## config.mk

```make
export PLATFORM = sky130hd
export DESIGN_NAME = pipe_reg
export DESIGN_NICKNAME = d
export VERILOG_FILES = /design/src/rtl/pipe_reg.sv
export SDC_FILE = /design/constraint.sdc
export NUM_CORES = 1
export LEC_CHECK = 0
export ABC_AREA = 1
export BUFFER_PORTS_ARGS = -buffer_cell sky130_fd_sc_hd__clkbuf_2
export CAP_MARGIN = 20
export CORE_MARGIN = 5
export CORE_UTILIZATION = 49
export DETAILED_ROUTE_END_ITERATION = 8
export GPL_TIMING_DRIVEN = 0
export PLACE_DENSITY = 0.81
export SETUP_SLACK_MARGIN = 0.5
export SKIP_LAST_GASP = 1
export SYNTH_ARGS = -nofsm -noshare
export SYNTH_HDL_FRONTEND = slang
export SYNTH_SLANG_ARGS = --single-unit
```

## constraint.sdc

```tcl
create_clock -name clk -period 5.85 [get_ports clk]
set_input_delay 0.8775 -clock clk [delete_from_list [all_inputs] [get_ports clk]]
set_output_delay 0.8775 -clock clk [all_outputs]
set_load 0.02 [all_outputs]
```

## src/rtl/pipe_reg.sv

```systemverilog
// pipe_reg: WIDTH x DEPTH stallable delay line with per-stage
// valid bits, synchronous flush and a registered occupancy count.
//
// Ports:
//   clk       rising-edge clock
//   reset     synchronous, active-high
//   en        1 = shift one stage, 0 = hold
//   flush     clears all valid bits and count (data kept)
//   in_valid  qualifies d
//   d         input word
//   q         stage DEPTH-1 data
//   out_valid stage DEPTH-1 valid
//   taps      all stage data, stage i at [i*WIDTH +: WIDTH]
//   count     number of valid stages, 0..DEPTH
//
// Build option: define PIPE_REG_RESET_DATA_EN to also clear the
// data registers on reset. Left undefined, data has no reset
// so it may map onto shift-register primitives.

module pipe_reg #(
  parameter  int WIDTH = 8,
  parameter  int DEPTH = 4,
  localparam int CW    = (DEPTH + 1 > 2) ? $clog2(DEPTH + 1) : 1
) (
  input  logic                   clk,
  input  logic                   reset,
  input  logic                   en,
  input  logic                   flush,
  input  logic                   in_valid,
  input  logic [WIDTH-1:0]       d,
  output logic [WIDTH-1:0]       q,
  output logic                   out_valid,
  output logic [WIDTH*DEPTH-1:0] taps,
  output logic [CW-1:0]          count
);

  logic [DEPTH-1:0][WIDTH-1:0] data_q, data_d;
  logic [DEPTH-1:0]            valid_q, valid_d;
  logic [CW-1:0]               count_q, count_d;

  always_comb begin
    data_d  = data_q;
    valid_d = valid_q;
    count_d = count_q;
    if (reset) begin
      valid_d = '0;
      count_d = '0;
`ifdef PIPE_REG_RESET_DATA_EN
      data_d  = '0;
`endif
    end else if (flush) begin
      valid_d = '0;
      count_d = '0;
    end else if (en) begin
      data_d[0]  = d;
      valid_d[0] = in_valid;
      for (int i = 1; i < DEPTH; i++) begin
        data_d[i]  = data_q[i-1];
        valid_d[i] = valid_q[i-1];
      end
      // Modular add/sub: the transient count+1 may wrap, but
      // the net result is always in 0..DEPTH.
      count_d = count_q + CW'(in_valid)
              - CW'(valid_q[DEPTH-1]);
    end
  end

  always_ff @(posedge clk) begin
    data_q <= data_d;
  end

  always_ff @(posedge clk) begin
    valid_q <= valid_d;
    count_q <= count_d;
  end

  assign q         = data_q[DEPTH-1];
  assign out_valid = valid_q[DEPTH-1];
  assign taps      = data_q;
  assign count     = count_q;

endmodule

```

==> results.txt <==
- Startpoint Class: input port
- Instance count of the mapped netlist: 84
- In this run the clock root is driven by a clkbuf_4.
* Clock net sink count: 39
- Cell mode on critical path: buf_6
- The netlist uses 16 different library cells.
* Fraction of registers with async set/reset: 0%
- After detailed routing, the number of remaining DRC violations is 0.
- Hold slack: about 0.45 ns
* Achievable Freq: 0.457 GHz
* TritonCTS Buffers: 5
- Adder-cell share of the synthesized area: 3.31%
* GRT Total Usage: a little over an eighth
- Fraction of layout instances using a drive strength above 1: between 40% and 50%
- Via count: 830
- The worst path uses 37.4% of the clock period.
* Number of nets in the synthesized netlist: 100
- After synthesis, the largest family of logic cells by area is buffers and inverters.
- Fillers: 212
- Depth of the CTS H-tree: 2
- Worst-margin pin slew: 0.996 ns
- Clock transition at the registers of the reported paths: 0.10 ns
- After clock tree synthesis, the repair step resized 0 gates.
- Setup violations remaining at the end of the flow were counted as 0.
* GR Overflow Total: 0
- After detailed routing, the number of vias per cell comes to approximately 4.6.
* DRC violation total after the first TritonRoute iteration: 16
- Main flop type after synthesis: edfxtp_1
- Number of antenna violations at the first check in global routing: 0
* Top fanout value on the critical path: 13
- For the final routed database, the setup TNS stands at 0 ns.
- For this run, the slowest stage of the critical path takes 0.82 ns.
* Slowest cell on the critical path: nor3_2
* Share of synthesized cell area in and, or, nand and nor gates: 6.06%
- Between clock sinks in the finished design, the worst skew comes to 0.0123 ns.
- Width of the die: about 63 µm
- The signal on the critical path passes through clkbuf_2, nor3_2, buf_6, buf_6.
- Along the worst hold path, the cell count comes to 0.
* Synth Area in XOR/XNOR: 0%
* Die Y-Extent: 62.7 µm
- Setup repair after global routing left no endpoint under its margin.
- Type of the most critical hold path: register to register
- The detail route stage leaves a number of antenna-violating nets equal to 0.
* Areal power density over the cells: 266 nW/µm²
* Core area: 2710 µm²
* Total of warnings raised by yosys: 0
- STA classifies the critical path endpoint as a register.
- Layout Nets: 164
- The die covers 3940 µm².
* Average wire per cell in the routed design: 13.4 µm
- CTS tree: done
* Outcome: completed
- Counting flops with a built-in enable in the synthesized netlist gives 32.
- Arrival time of data at the critical path endpoint: 2.24 ns
- Most common cell after layout, fill and taps aside: clkbuf_2
- IR analysis of the VDD net gives a maximum drop of 221 µV.
* Classification of the worst setup path: input port to register
- For this configuration, the core starts out at a cell density of between 50% and 60%.
- The cell area that synthesis handed to floorplanning was 1360 µm².
* Slew margin rel.: 33.2%
* Worst path required time: 5.90 ns
- In this run the tool buffered the top-level ports with between 50 and 60 buffer cells.
- Hold Violations, Final: 0
- Leakage dissipation: between 0.7 and 0.8 nW
* Number of cells traversed by the worst register-to-register path: 11
- Total of hold buffers inserted after clock tree synthesis: 0
* Post-CTS repair timing setup buffer count: 0
- Multiplexer cells account for 0% of the synthesized area.
- Source-to-sink clock delay at the later pin of the worst-skew pair: 0.34 ns
- The via count of the first global-routing pass came to 895.
- Share of synthesized area occupied by flip-flops and latches: 80.8%
* Share of the synthesized area in compound gates (AO/OA/AOI/OAI): under 10%
- Global-route wire length before repair: 4160 µm
- DRT Pass-1 Iters: 4
- Seq cells post-synth: 39
- I/O Pins: 57
* Routability-driven placement congestion ratio: 0.653
- # diodes: 0
- Area Overhead vs Synth: 28.7%
- Half-perimeter wire length of the detailed placement result: 1900 µm
- The routed design has approximately 2400 µm of wire.
* Most frequent cells in the layout: clkbuf_2 (55), edfxtp_1 (32), nor2_1 (12), buf_4 (8), dfxtp_1 (7)
- Average cell area after synthesis: 16.2 µm²
- # Max-Cap Violations: 0
- For the finished layout, the period the worst path requires is 2.19 ns.
- Number of standard-cell rows in the floorplan: 19
- The max-slew violation count came to 0.
- The clock passes through at most 2 buffers.
- Entering global routing, the biggest net connects 14 pins.
[cell usage after synthesis, types with 2 or more instances]
cell type	count	area (µm²)
a21oi_1	2	10.0
o21ai_1	2	10.0
edfxtp_1	32	961
buf_4	8	60.1
dfxtp_1	7	140
inv_1	5	18.8
o21ai_0	4	20.0
nor2_1	12	45.0
ha_1	2	25.0
nand2_1	4	15.0
[critical path: cells and delay by family]
family / cells / cell delay (ns)
buf+inv: 3 / 0.53
simple gates: 1 / 0.82
[sequential cells by signal (all words and copies together), names as in the netlist]
| register | cells |
|---|---|
| taps | 24 |
| q | 8 |
| valid_q | 4 |
| count | 3 |
[per-layer routing]
metal  wire (µm)  GRT usage (%)  vias up
li1            -              -      412
met1         886           13.5      376
met2        1210           22.3       42
met3         319           10.3        0
met4           0           3.98        0
met5           0              0        -
[worst paths after layout]
| kind | slack [ns] | endpoint | start |
|---|---|---|---|
| max | 3.66 | taps[13]$_DFFE_PP_ | flush |
| min | 0.45 | taps[19]$_DFFE_PP_ | taps[11]$_DFFE_PP_ |
| max reg2reg | 4.10 | count[2]$_SDFFE_PP0P_ | count[0]$_SDFFE_PP0P_ |
| min reg2reg | 0.45 | taps[19]$_DFFE_PP_ | taps[11]$_DFFE_PP_ |
[metrics by stage]
| stage | std cells | area [µm²] | setup slack, ns | util, % | total power [mW] |
|---|---|---|---|---|---|
| final | 180 | 1750 | 3.66 | 64.7 | 0.466 |
| after global routing | 180 | 1750 | 3.60 | 64.7 | 0.490 |
| after CTS | 180 | 1750 | 3.65 | 64.7 | 0.471 |
| after detailed placement | 172 | 1700 | 3.28 | 62.9 | 0.351 |
| after global placement | 170 | 1680 | 1.53 | 61.9 | 0.348 |
| after floorplan | 84 | 1360 | 2.15 | - | 0.336 |
[power breakdown]
group	internal, mW	switching [mW]
sequential	0.306	0.00358
clock	0.0445	0.0776
combinational	0.0128	0.0215
total	0.364	0.103
[layout make-up]
class,count,area (µm²),share of cell area [%]
well taps,31,38.8,2.21
plain buffers,9,71.3,4.07
clock buffers,6,41.3,2.36
repair buffers,57,298,17.0
clock inverters,2,7.51,0.428
inverters,6,22.5,1.28
multi-input cells,30,173,9.85
flip-flops and latches,39,1100,62.8
[logic make-up (layout without fill, tap and decap cells)]
kind of cell	Yosys count	in the layout
buf+inv	15	80
compound gates	8	8
simple gates	19	19
fa+ha+maj	3	3
flops	39	39
(Power assumes the default switching activity.)
